--- config.mk ---
export PLATFORM = sky130hd
export DESIGN_NAME = sort4_sequencer_flat
export DESIGN_NICKNAME = d
export VERILOG_FILES = /design/src/rtl/sort4_sequencer_pkg.sv /design/src/rtl/sort4_sequencer_if.sv /design/src/rtl/sort4_sequencer_sel4_extreme.sv /design/src/rtl/sort4_sequencer.sv /design/src/flat_wrapper.sv
export SDC_FILE = /design/constraint.sdc
export NUM_CORES = 1
export LEC_CHECK = 0
export CORE_MARGIN = 2
export CORE_UTILIZATION = 50
export DETAILED_ROUTE_END_ITERATION = 10
export PLACE_DENSITY = 0.71
export SKIP_CTS_REPAIR_TIMING = 1
export SLEW_MARGIN = 20
export SYNTH_ARGS = -nofsm -noshare
export SYNTH_HDL_FRONTEND = slang
export SYNTH_SLANG_ARGS = --single-unit
--- constraint.sdc ---
create_clock -name clk -period 14.76 [get_ports clk]
set_input_delay 2.952 -clock clk [delete_from_list [all_inputs] [get_ports clk]]
set_output_delay 2.952 -clock clk [all_outputs]
set_load 0.005 [all_outputs]
--- src/rtl/sort4_sequencer_pkg.sv ---
// Shared types for the 4-word sort sequencer: word width, element count,
// index/mask types and the sequencer state encoding.
package sort_pkg;

    localparam int WIDTH = 16;
    localparam int N     = 4;

    typedef logic [1:0] idx_t;
    typedef logic [3:0] mask_t;

    typedef enum logic [1:0] {
        IDLE   = 2'd0,
        SELECT = 2'd1,
        EMIT   = 2'd2
    } state_t;

    function automatic logic [2:0] popcount4(input mask_t m);
        return {2'b00, m[0]} + {2'b00, m[1]} + {2'b00, m[2]} + {2'b00, m[3]};
    endfunction

endpackage

--- src/rtl/sort4_sequencer_if.sv ---
// Batch-in / sorted-stream-out bundle for sort4_sequencer.
// The slave modport is the sequencer side; master is the producer/consumer side.
interface sort4_if #(
    parameter int W = 16
);
    import sort_pkg::*;

    logic         clr;
    logic         in_valid;
    logic         in_ready;
    logic [W-1:0] in_a;
    logic [W-1:0] in_b;
    logic [W-1:0] in_c;
    logic [W-1:0] in_d;
    logic         out_valid;
    logic         out_ready;
    logic [W-1:0] out_data;
    idx_t         out_idx;
    logic         out_last;
    logic         busy;

    modport slave (
        input  clr, in_valid, in_a, in_b, in_c, in_d, out_ready,
        output in_ready, out_valid, out_data, out_idx, out_last, busy
    );

    modport master (
        output clr, in_valid, in_a, in_b, in_c, in_d, out_ready,
        input  in_ready, out_valid, out_data, out_idx, out_last, busy
    );

endinterface

--- src/rtl/sort4_sequencer_sel4_extreme.sv ---
// Combinational masked argmax over four words; argmin when SORT4_ASCEND_EN
// is defined. Lowest index wins ties; masked-out entries never win.
module sel4_extreme
    import sort_pkg::*;
#(
    parameter int W = WIDTH
) (
    input  logic [W-1:0] a,
    input  logic [W-1:0] b,
    input  logic [W-1:0] c,
    input  logic [W-1:0] d,
    input  mask_t        mask,
    output logic [W-1:0] val,
    output idx_t         idx
);

    logic [W-1:0] words [N];
    logic         found;

    assign words[0] = a;
    assign words[1] = b;
    assign words[2] = c;
    assign words[3] = d;

    function automatic logic beats(input logic [W-1:0] x, input logic [W-1:0] y);
`ifdef SORT4_ASCEND_EN
        return x < y;
`else
        return x > y;
`endif
    endfunction

    // Strict compare keeps the earlier index on equal values.
    always_comb begin
        val   = '0;
        idx   = '0;
        found = 1'b0;
        for (int i = 0; i < N; i++) begin
            if (mask[i] && (!found || beats(words[i], val))) begin
                val   = words[i];
                idx   = idx_t'(i);
                found = 1'b1;
            end
        end
    end

endmodule

--- src/rtl/sort4_sequencer.sv ---
// Serial 4-word sorter: latches a batch, then repeatedly picks the extreme
// remaining word and streams it out. SORT4_ASCEND_EN flips the order.
//
// state  | meaning
// IDLE   | waiting for a batch; in_ready high unless clr
// SELECT | one cycle: register winner of the remaining set
// EMIT   | hold output until consumer takes it, then retire that element
module sort4_sequencer
    import sort_pkg::*;
#(
    parameter int W = WIDTH
) (
    input  logic  clk,
    input  logic  rst,
    sort4_if.slave bus
);

    localparam logic [1:0] ST_IDLE   = IDLE;
    localparam logic [1:0] ST_SELECT = SELECT;
    localparam logic [1:0] ST_EMIT   = EMIT;

    logic [1:0]   state;
    logic [W-1:0] elem [N];
    mask_t        mask;
    logic         out_valid_q;
    logic [W-1:0] out_data_q;
    idx_t         out_idx_q;
    logic         out_last_q;
    logic [W-1:0] sel_val;
    idx_t         sel_idx;

    sel4_extreme #(.W(W)) u_sel (
        .a    (elem[0]),
        .b    (elem[1]),
        .c    (elem[2]),
        .d    (elem[3]),
        .mask (mask),
        .val  (sel_val),
        .idx  (sel_idx)
    );

    assign bus.in_ready  = (state == ST_IDLE) && !bus.clr;
    assign bus.busy      = (state != ST_IDLE);
    assign bus.out_valid = out_valid_q;
    assign bus.out_data  = out_data_q;
    assign bus.out_idx   = out_idx_q;
    assign bus.out_last  = out_last_q;

    // clr outranks every handshake, so it is decoded ahead of the state case.
    always_ff @(posedge clk or posedge rst) begin
        if (rst) begin
            state       <= ST_IDLE;
            mask        <= '0;
            for (int i = 0; i < N; i++) elem[i] <= '0;
            out_valid_q <= 1'b0;
            out_data_q  <= '0;
            out_idx_q   <= '0;
            out_last_q  <= 1'b0;
        end else if (bus.clr) begin
            state       <= ST_IDLE;
            mask        <= '0;
            out_valid_q <= 1'b0;
            out_last_q  <= 1'b0;
        end else begin
            case (state)
                ST_IDLE: begin
                    if (bus.in_valid) begin
                        elem[0] <= bus.in_a;
                        elem[1] <= bus.in_b;
                        elem[2] <= bus.in_c;
                        elem[3] <= bus.in_d;
                        mask    <= 4'b1111;
                        state   <= ST_SELECT;
                    end
                end
                ST_SELECT: begin
                    out_data_q  <= sel_val;
                    out_idx_q   <= sel_idx;
                    out_last_q  <= (popcount4(mask) == 3'd1);
                    out_valid_q <= 1'b1;
                    state       <= ST_EMIT;
                end
                ST_EMIT: begin
                    if (bus.out_ready) begin
                        mask[out_idx_q] <= 1'b0;
                        out_valid_q     <= 1'b0;
                        state           <= out_last_q ? ST_IDLE : ST_SELECT;
                    end
                end
                default: state <= ST_IDLE;
            endcase
        end
    end

endmodule

--- src/flat_wrapper.sv ---
// flat-port wrapper written by rule: the top's interface ports become plain ports
module sort4_sequencer_flat import sort_pkg::*;
#(
    parameter int W = WIDTH
)
  (clk, rst, bus_clr, bus_in_valid, bus_in_a, bus_in_b, bus_in_c, bus_in_d, bus_out_ready, bus_in_ready, bus_out_valid, bus_out_data, bus_out_idx, bus_out_last, bus_busy);
  sort4_if #(.W(W)) bus_i ();
  input  logic clk;
  input  logic rst;
  input wire logic [$bits(bus_i.clr)-1:0] bus_clr;
  input wire logic [$bits(bus_i.in_valid)-1:0] bus_in_valid;
  input wire logic [$bits(bus_i.in_a)-1:0] bus_in_a;
  input wire logic [$bits(bus_i.in_b)-1:0] bus_in_b;
  input wire logic [$bits(bus_i.in_c)-1:0] bus_in_c;
  input wire logic [$bits(bus_i.in_d)-1:0] bus_in_d;
  input wire logic [$bits(bus_i.out_ready)-1:0] bus_out_ready;
  output wire logic [$bits(bus_i.in_ready)-1:0] bus_in_ready;
  output wire logic [$bits(bus_i.out_valid)-1:0] bus_out_valid;
  output wire logic [$bits(bus_i.out_data)-1:0] bus_out_data;
  output wire logic [$bits(bus_i.out_idx)-1:0] bus_out_idx;
  output wire logic [$bits(bus_i.out_last)-1:0] bus_out_last;
  output wire logic [$bits(bus_i.busy)-1:0] bus_busy;
  assign bus_i.clr = bus_clr;
  assign bus_i.in_valid = bus_in_valid;
  assign bus_i.in_a = bus_in_a;
  assign bus_i.in_b = bus_in_b;
  assign bus_i.in_c = bus_in_c;
  assign bus_i.in_d = bus_in_d;
  assign bus_i.out_ready = bus_out_ready;
  assign bus_in_ready = bus_i.in_ready;
  assign bus_out_valid = bus_i.out_valid;
  assign bus_out_data = bus_i.out_data;
  assign bus_out_idx = bus_i.out_idx;
  assign bus_out_last = bus_i.out_last;
  assign bus_busy = bus_i.busy;
  sort4_sequencer #(.W(W)) u_core (.clk(clk), .rst(rst), .bus(bus_i));
endmodule
# Word-level counts from Yosys, hierarchy flattened
# Index checks and enable logic that the tools add are counted.
dict set report totals {
  input_bits 69
  elab_cells 74
  regBits 90
  out_inout_bits 22
}
dict set report classes {
  n_mux 26
  magnitude_cmp 5
  bitwise_logic 3
  eq_ne 5
  n_addsub 3
  n_reduce_logical 22
}
# cell count
set op_table {}
lappend op_table {{16-bit 2-to-1 mux} 4}
lappend op_table {{16-bit > comparator} 3}
lappend op_table {{4-bit 2-to-1 mux} 3}
lappend op_table {{1-bit 2-to-1 mux} 10}
lappend op_table {{2-bit 2-to-1 mux} 5}
lappend op_table {{4-bit case mux with 2 select lines} 1}
lappend op_table {{3-bit by 1-bit adder with 3-bit output} 2}
lappend op_table {{3-bit inequality test (second input constant)} 2}
lappend op_table {{2-bit case mux with 3 select lines} 1}
lappend op_table {{2-bit AND reduction} 3}
lappend op_table {{3-bit AND reduction} 2}
lappend op_table {{3-bit nonzero test} 2}
lappend op_table {{1-bit logical AND} 5}
lappend op_table {{4-bit AND} 1}
lappend op_table {{1-bit logical NOT} 4}
lappend op_table {{4-bit NOT} 1}
lappend op_table {{2-bit nonzero test} 2}
lappend op_table {{3-bit by 1-bit == test with 1-bit output (second input constant)} 1}
lappend op_table {{1-bit logical OR} 3}
lappend op_table {{2-bit by 3-bit < comparator with 1-bit output (second input constant)} 1}
lappend op_table {{1-bit by 1-bit adder with 2-bit output} 1}
lappend op_table {{1-bit demux with 2-bit select} 1}
lappend op_table {{2-bit by 1-bit == test with 1-bit output (second input constant)} 1}
lappend op_table {{2-bit == test (second input constant)} 1}
lappend op_table {{other kinds (4)} 4}

# Longest topological paths before layout
# Gate-level depths: netlist of the first run.
dict set report depth {
  word_depth 13
  mapped_depth 29
}

# Hierarchy
# Synthesis of the first run repeated with hierarchy kept, for this count alone.
dict set report unflattened {
  hier_cells 502
  hier_area_um2 5582.9
}
# module area_each_um2 instances cells_each
set by_module_without_submodules {}
lappend by_module_without_submodules {sort4_sequencer 3539.6 1 225}
lappend by_module_without_submodules {sel4_extreme 2043.2 1 277}

# Worst setup path before layout of the first run
# OpenSTA, ideal clock, no wires.
dict set report synth_timing {
  path_kind {flip-flop to flip-flop}
  start {reg u_core.mask[0]}
  end {reg u_core.out_data_q[10], in the netlist u_core.bus.out_data[10]}
  arrival_ps 6613
  setup_ps 95
  path_buffers 6
  path_stages_with_launch 29
  required_ps 14665
  slack_ps 8051
  cell_sequence {dfrtp_1 > clkbuf_1 > and2_1 > inv_1 > ha_1 > nand4_1 > or3_1 > o31ai_4 > a31o_2 > buf_2 > buf_1 > a21oi_1 > ha_1 > and4_1 > a211o_1 > a41o_1 > o31ai_2 > buf_2 > nor2_1 > or2_1 > ha_1 > nand4_1 > or4_1 > o41a_1 > buf_6 > clkinv_4 > o21ai_4 > buf_6 > o31ai_1}
}
dict set report synth_via {
  elab_chain_cells 13
  word_cells_on_any_way 19
  cone_classes {3 x order compare; 7 x mux; 9 x reduce/logical}
}
# item line
set synth_lines {}
lappend synth_lines {{start: declaration} sort4_sequencer.sv:24} ;# mask_t mask;
lappend synth_lines {{start signal: assignment} sort4_sequencer.sv:53} ;# mask <= '0;
lappend synth_lines {{start signal: assignment} sort4_sequencer.sv:61} ;# mask <= '0;
lappend synth_lines {{start signal: assignment} sort4_sequencer.sv:72} ;# mask <= 4'b1111;
lappend synth_lines {{16-bit 2-to-1 mux or 1-bit 2-to-1 mux (tied branches)} sort4_sequencer_sel4_extreme.sv:39} ;# if (mask[i] && (!found || beats(words[i], val))) begin
lappend synth_lines {{16-bit > comparator or 1-bit logical NOT (tied branches)} {sort4_sequencer_sel4_extreme.sv:29, sort4_sequencer_sel4_extreme.sv:39}}
lappend synth_lines {{1-bit logical OR} sort4_sequencer_sel4_extreme.sv:39}
lappend synth_lines {{1-bit logical AND} sort4_sequencer_sel4_extreme.sv:39}
lappend synth_lines {{16-bit 2-to-1 mux or 1-bit 2-to-1 mux (tied branches)} sort4_sequencer_sel4_extreme.sv:39}
lappend synth_lines {{16-bit > comparator or 1-bit logical NOT (tied branches)} {sort4_sequencer_sel4_extreme.sv:29, sort4_sequencer_sel4_extreme.sv:39}}
lappend synth_lines {{1-bit logical OR} sort4_sequencer_sel4_extreme.sv:39}
lappend synth_lines {{1-bit logical AND} sort4_sequencer_sel4_extreme.sv:39}
lappend synth_lines {{16-bit 2-to-1 mux or 1-bit 2-to-1 mux (tied branches)} sort4_sequencer_sel4_extreme.sv:39}
lappend synth_lines {{16-bit > comparator or 1-bit logical NOT (tied branches)} {sort4_sequencer_sel4_extreme.sv:29, sort4_sequencer_sel4_extreme.sv:39}}
lappend synth_lines {{1-bit logical OR} sort4_sequencer_sel4_extreme.sv:39}
lappend synth_lines {{1-bit logical AND} sort4_sequencer_sel4_extreme.sv:39}
lappend synth_lines {{16-bit 2-to-1 mux *} sort4_sequencer_sel4_extreme.sv:39}
lappend synth_lines {{end signal: assignment} sort4_sequencer.sv:77} ;# out_data_q <= sel_val;
lappend synth_lines {{end: declaration} sort4_sequencer.sv:26} ;# logic [W-1:0] out_data_q;
# Mark *: on every way between the ends. The rest lies on a longest branch, timed or not.
# A chain may end at the register's enable or synchronous reset.

# Worst setup path after layout of the first run
dict set report layout_timing {
  start {reg u_core.mask[0]}
  end {reg u_core.out_data_q[1], in the netlist u_core.bus.out_data[1]}
}
# The elaborated chain is that of the path after synthesis.

==> results of run 1 <==
where the power goes:
part	internal (mW)	switching (mW)
registers	0.304	0.0481
clock network	0.0686	0.0854
logic	0.176	0.195
total	0.549	0.329
cell usage in the layout (no fill, tap or decap), types with 4 or more instances in the layout:
master and instances:
ha_1 51, clkinv_2 4, a311oi_1 16, o31ai_1 17
a21oi_1 38, nor2_1 24, a41oi_1 17, a211oi_1 19
dfrtp_1 90, clkdlybuf4s50_1 90, or2_1 15, nand4_1 7
o21ai_0 23, nor2b_1 20, nand2_1 175, and2_1 16
inv_1 45, buf_4 4, clkbuf_8 11
final timing paths:
check	startpoint	end	slack, ns	cells after the start
min in group asynchronous	rst	u_core.elem[51]	3.10	3
max in group asynchronous	rst	u_core.bus.out_data[5]	11.10	3
worst max-delay path	u_core.mask[0]	u_core.bus.out_data[1]	6.88	22
worst min-delay path	u_core.elem[48]	u_core.elem[48]	0.48	2
worst max register to register	u_core.mask[0]	u_core.bus.out_data[1]	6.88	22
worst min register to register	u_core.elem[48]	u_core.elem[48]	0.48	2
flip-flops by register name, summed over array words and instances, names as in the netlist:
name and count:
u_core.mask 4, u_core.bus.out_last 1, u_core.state 2, u_core.bus.out_data 16, u_core.bus.out_idx 2, u_core.elem 64, u_core.bus.out_valid 1
logic make-up after synthesis:
group	count (synthesis)	synth area share [%]
buffers and inverters	80	5.84
AND/OR/NAND/NOR	275	22.1
flip-flops	90	40.4
AO/OA/AOI/OAI	155	19.8
adder cells (fa/ha/maj)	52	11.8
routing by layer:
metal | track usage (%) | vias up | part of all wire (%)
met5 | 0 | - | 0
met4 | 8.68 | 0 | 1.7
met3 | 4.80 | 17 | 4.7
met2 | 37.9 | 109 | 45
met1 | 35.6 | 2256 | 49
li1 | - | 2416 | -
per-stage QoR:
step                worst slack [ns]  instance area, µm²  hold slack, ns  power (mW)  instances
floorplan                       8.05                5570           0.437       0.580        652
global placement                6.92                6540           0.461       0.709        853
detailed placement              6.52                6540           0.464       0.723        853
CTS                             6.50                6710           0.484       0.880        868
global route                    6.27                6730           0.519       0.947        869
finish                          6.88                6730           0.480       0.877        869
worst min-delay path: cells and delay by family, from the launching register on:
kind          cells  cell delay [ns]
simple gates      2             0.11
flops             1             0.34
final cells by class:
cell class / count / area share [%]
Clock inverter: 3 / 0.223
Clock buffer: 12 / 2.31
Inverter: 47 / 2.72
Timing Repair Buffer: 95 / 14.0
Sequential cell: 90 / 33.5
Tap cell: 140 / 2.60
Multi-Input combinational cell: 482 / 44.7
==> summary.md, run 1 <==
| Metric | Value |
|---|---|
| Routed WL per cell | around 16 µm |
| Starting DRT DRC Count | 238 |
| Seq cells post-synth | 90 |
| Largest net degree at the start of global routing | between 90 and 100 |
| Setup violators final | 0 |
| Setup TNS | 0 ns |
| Crit path max-delay family | compound AO/OA/AOI/OAI gates |
| Final min period | roughly 8 ns |
| Seq/Total Area, Yosys | about two fifths |
| Max cap viols | 0 |
| WL final | ~14 mm |
| Synth Warn # | 0 |
| Total CTS buffers | 9 |
| Crit Path Class | reg -> reg |
| Critical Path End Type | flip-flop |
| Max Clk Rate | roughly 130 MHz |
| Synth area leader | dfrtp_1 |
| Startpoint Class | flip-flop |
| Layout cells sized above 1 | about 3.8% |
| Crit-path slowest cell | o41a_1 |
| Core ar. | approximately 0.011 mm² |
| Vias/cell | ~5.5 |
| Post-Syn Area | approximately 0.0056 mm² |
| Post-synth net total | approximately 770 |
| PwrDens | about 130 mW/mm² |
| Top FF cell, synth | dfrtp_1 |
| Drt pass-1 iters | 5 |
| Lkg Pwr | between 3 and 4 nW |
| Slew @ Worst Pin | approximately 0.85 ns |
| Final period utilization | a little over half |
| Multi-input gate area | roughly 0.003 mm² |
| Grt total ovfl | 0 |
| Arrival time at the worst endpoint | between 8 and 9 ns |
| Gpl congestion | approximately 0.96 |
| Worst VDD drop | 0.0727 mV |
| Mapped Cells | around 650 |
| DP Wirelength | 10.4 mm |
| Most common cell in the synthesized netlist | nand2_1 |
| Outcome | completed |
| Die X | 110 µm |
| Final hold violation count | 0 |
| Synth top cells by count | nand2_1 (175), dfrtp_1 (90), ha_1 (51) |
| Filler instances | ~980 |
| Gr usage total | between 20% and 30% |
| Crit path required time | 15.04 ns |
| H-tree levels | 3 |
| I/O Buffers | 90 |
| Die area | between 0.01 and 0.015 mm² |
| Post-route DRC | 0 |
| Area growth syn-to-layout | 20.7% |
| Utilization after layout | 62.1% |
| FF/Latch Area | 0.00225 mm² |
| CTS tree | built |
| Max-slew violation count | 0 |
| Site Rows | 38 |
| Routed vias | approximately 4800 |
| Netlist cell types | around 50 |
| Rel. slew slack | 43.4% |
| First-pass GRT wire length | 22.9 mm |
| Die height | 110 µm |
| Starting density of the core | 51.4% |
| Clock Path Buffers | 2 |
| Crit path largest cell delay | between 0.7 and 0.8 ns |
| Clock Tree Root | clkbuf_8 |
| Clock Skew | roughly 0.013 ns |
| Crit-path max FO | 33 |
| EDFF count, synth | 0 |
| Clk Latency, worst-skew pair | roughly 0.39 ns |
| Ys async rst share | 100% |
| Post-route ant nets | 0 |
| CTS sink count | 90 |
| Initial antenna violation count | 0 |
| Clock Pin Slew Worst Setup and Hold Paths | ~0.090 ns |
| NumNets Final | 846 |
| Top cells by area, synth | dfrtp_1 (40%), nand2_1 (12%), ha_1 (11%) |
| Mapped Avg Cell Area | around 8.5 µm² |
| Critical path cell sequence | and2_1 > inv_1 > ha_1 > nand4_1 > or3_1 > o31ai_4 > a31o_2 > a21oi_1 > ha_1 > and4_1 > nand4_1 > a21oi_1 > o31a_1 > a211oi_1 > or2_1 > ha_1 > nand4_1 > or4_1 > o41a_1 > clkinv_4 > o21ai_4 > o31ai_1 |
| Share of the synthesized area in the top cell type | 40.4% |
| Antenna cells | 0 |
| I/O pins | between 90 and 100 |
| RSZ-0062 raised after global routing | no |
| Critical path buffers and inverters | 2 |
| Vias in the first global route | 4609 |
| Hold crit path type | reg -> reg |
Power figures use the tool's default switching activity.
==> run 2, diff against run 1 <==
Clock period 14.76 ns to 7.3 ns, I/O delays scaled along.
==> summary.md, run 2 (synthesis gave the netlist of run 1 again) <==
| Metric | Value |
|---|---|
| Site Rows | 38 (unchanged) |
| Outcome | completed |
| Post-route ant nets | 0 (unchanged) |
| Clock Path Buffers | 2 (unchanged) |
| M1 GR Usage | 35.3% (-0.21 points) |
| Max Clk Rate | 144 MHz (+13%) |
| Crit Path Class | reg -> reg |
| Reg-to-Reg Start | u_core.mask[0] |
| Worst r2r dst | u_core.bus.out_data[1] |
| Worst hold endpoint | u_core.elem[60] |
| Setup ws final | 0.347 ns (-6.54 ns) |
| Commonest non-fill, non-tap cell in the layout | nand2_1 |
| Max reg flops | 64 (unchanged) |
| Largest Register | u_core.elem |
| Area growth syn-to-layout | 22.2% |
| Slew @ Worst Pin | 0.861 ns (+0.0124 ns) |
| Starting DRT DRC Count | 230 (-3.4%) |
| Utilization after layout | 62.8% (+0.77 points) |
| Gpl congestion | 0.953 (-0.48%) |
| Filler instances | 964 (-1.5%) |
| Post-route DRC | 0 (unchanged) |
| Final period utilization | 95.3% (+42 points) |
| Final min period | 6.95 ns (-0.922 ns) |
| Die area | 0.0120 mm² (unchanged) |
| Max-slew violation count | 0 (unchanged) |
| Post-DP Area | 0.00658 mm² (+0.57%) |
| Hold crit path type | reg -> reg |
| Dpl cells | 858 (+0.59%) |
| Setup TNS | 0 ns (unchanged) |
| DP Wirelength | 10.4 mm (-0.28%) |
| Gr usage total | 25.0% (+0.076 points) |
| Startpoint Class | flip-flop |
| Routed WL per cell | 16.0 µm (+0.14%) |
| H-tree levels | 3 (unchanged) |
| Min-delay src | u_core.elem[60] |
| Max cap viols | 0 (unchanged) |
| Rel. slew slack | 42.5% (-0.96 points) |
| Routed vias | 4816 (+0.38%) |
| Crit-path max FO | 18 (-45%) |
| Lkg Pwr | 3.11 nW (+1.2%) |
| Setup violators final | 0 (unchanged) |
| Worst R2R Setup Slack | 0.35 ns (-6.54 ns) |
| Die height | 110 µm (unchanged) |
| NumNets Final | 851 (+0.59%) |
| Drt pass-1 iters | 4 (-1) |
| CTS tree | built |
| CTS sink count | 90 (unchanged) |
| WHS Path Cells | 2 (unchanged) |
| I/O pins | 91 (unchanged) |
| Layout cells sized above 1 | 4.49% (+0.65 points) |
| RSZ-0062 raised after global routing | no |
| Final hold violation count | 0 (unchanged) |
| Met3 GRT Util | 4.74% (-0.059 points) |
| Initial antenna violation count | 0 (unchanged) |
| Grt met2 use | 38.9% (+1.1 points) |
| Vias in the first global route | 4628 (+0.41%) |
| Grt total ovfl | 0 (unchanged) |
| Largest net degree at the start of global routing | 91 (unchanged) |
| Starting density of the core | 51.4% (unchanged) |
| Antenna cells | 0 (unchanged) |
| Die X | 110 µm (unchanged) |
| Clock Skew | 0.00942 ns (-0.00333 ns) |
| Arrival time at the worst endpoint | 7.20 ns (-0.96 ns) |
| Crit path required time | 7.55 ns (-7.49 ns) |
| Final cell count without fillers | 875 (+0.69%) |
| Total CTS buffers | 9 (unchanged) |
| Top Usage Layer GRT | met2 |
| I/O Buffers | 90 (unchanged) |
| Final instance area | 0.00681 mm² (+1.2%) |
| Setup WS pre-CTS | 0.388 ns (-6.13 ns) |
| Critical Path End Type | flip-flop |
| Worst VDD drop | 0.144 mV (+97%) |
| First-pass GRT wire length | 23.2 mm (+1.6%) |
| PwrDens | 273 mW/mm² (+110%) |
| Worst r2r path cells | 21 (-4.5%) |
| Vias/cell | 5.50 (-0.31%) |
| Clock Pin Slew Worst Setup and Hold Paths | 0.09 ns (about the same) |
| Clk Latency, worst-skew pair | 0.37 ns (-0.02 ns) |
| Core ar. | 0.0108 mm² (unchanged) |
| Most frequent cells in the layout | nand2_1 (175), clkdlybuf4s50_1 (90), dfrtp_1 (90) |
| Clock Tree Root | clkbuf_8 |
| WL final | 14.0 mm (+0.83%) |
run 2: final cells by class:
type / count / area [µm²] / share of cell area (%)
repair buffers: 100 / 992 / 14.6
clock buffers: 12 / 135 / 1.98
well taps: 140 / 175 / 2.57
flip-flops and latches: 90 / 2250 / 33.1
inverters: 47 / 183 / 2.68
clock inverters: 4 / 76.3 / 1.12
multi-input cells: 482 / 3000 / 44.0
run 2: per-layer routing:
layer	wire [µm]	up-vias	share of wire [%]
met5	0	-	0
met4	207	0	1.5
met3	680	18	4.9
met2	6270	129	45
met1	6860	2241	49
li1	-	2428	-
run 2: worst max path at each step:
stage	endpoint	from	slack (ns)
global route	u_core.bus.out_data[15]	u_core.mask[0]	0.02
CTS	u_core.bus.out_data[1]	u_core.mask[0]	0.37
finish	u_core.bus.out_data[1]	u_core.mask[0]	0.35
detailed placement	u_core.bus.out_data[1]	u_core.mask[0]	0.39
floorplan	u_core.bus.out_data[10]	u_core.mask[0]	0.59
global placement	u_core.bus.out_data[10]	u_core.mask[0]	0.59
run 2: power breakdown:
part / total [mW] / internal [mW] / switching (mW)
Combinational: 0.771 / 0.371 / 0.400
Sequential: 0.714 / 0.616 / 0.0988
Clock: 0.374 / 0.194 / 0.180
run 2: stage by stage:
stage | power, mW | hold slack [ns]
after floorplan | 1.17 | 0.437
after global placement | 1.44 | 0.461
after detailed placement | 1.47 | 0.460
after CTS | 1.85 | 0.481
after global routing | 2.00 | 0.519
final | 1.86 | 0.479
run 2: worst max-delay path, cell delays in order, from the launching register on:
cell      delay [ns]
dfrtp_1         0.62
and2_1          0.30
inv_1           0.07
ha_1            0.32
nand4_1         0.17
a2111o_1        0.60
a311oi_1        0.54
a21oi_1         0.09
ha_1            0.33
and4_1          0.26
a211o_1         0.31
a41o_1          0.23
o31a_2          0.46
a211oi_1        0.40
or2_1           0.17
ha_1            0.14
nand4_1         0.15
or4_1           0.57
o41a_1          0.51
buf_4           0.23
a41oi_1         0.26
o31ai_1         0.10
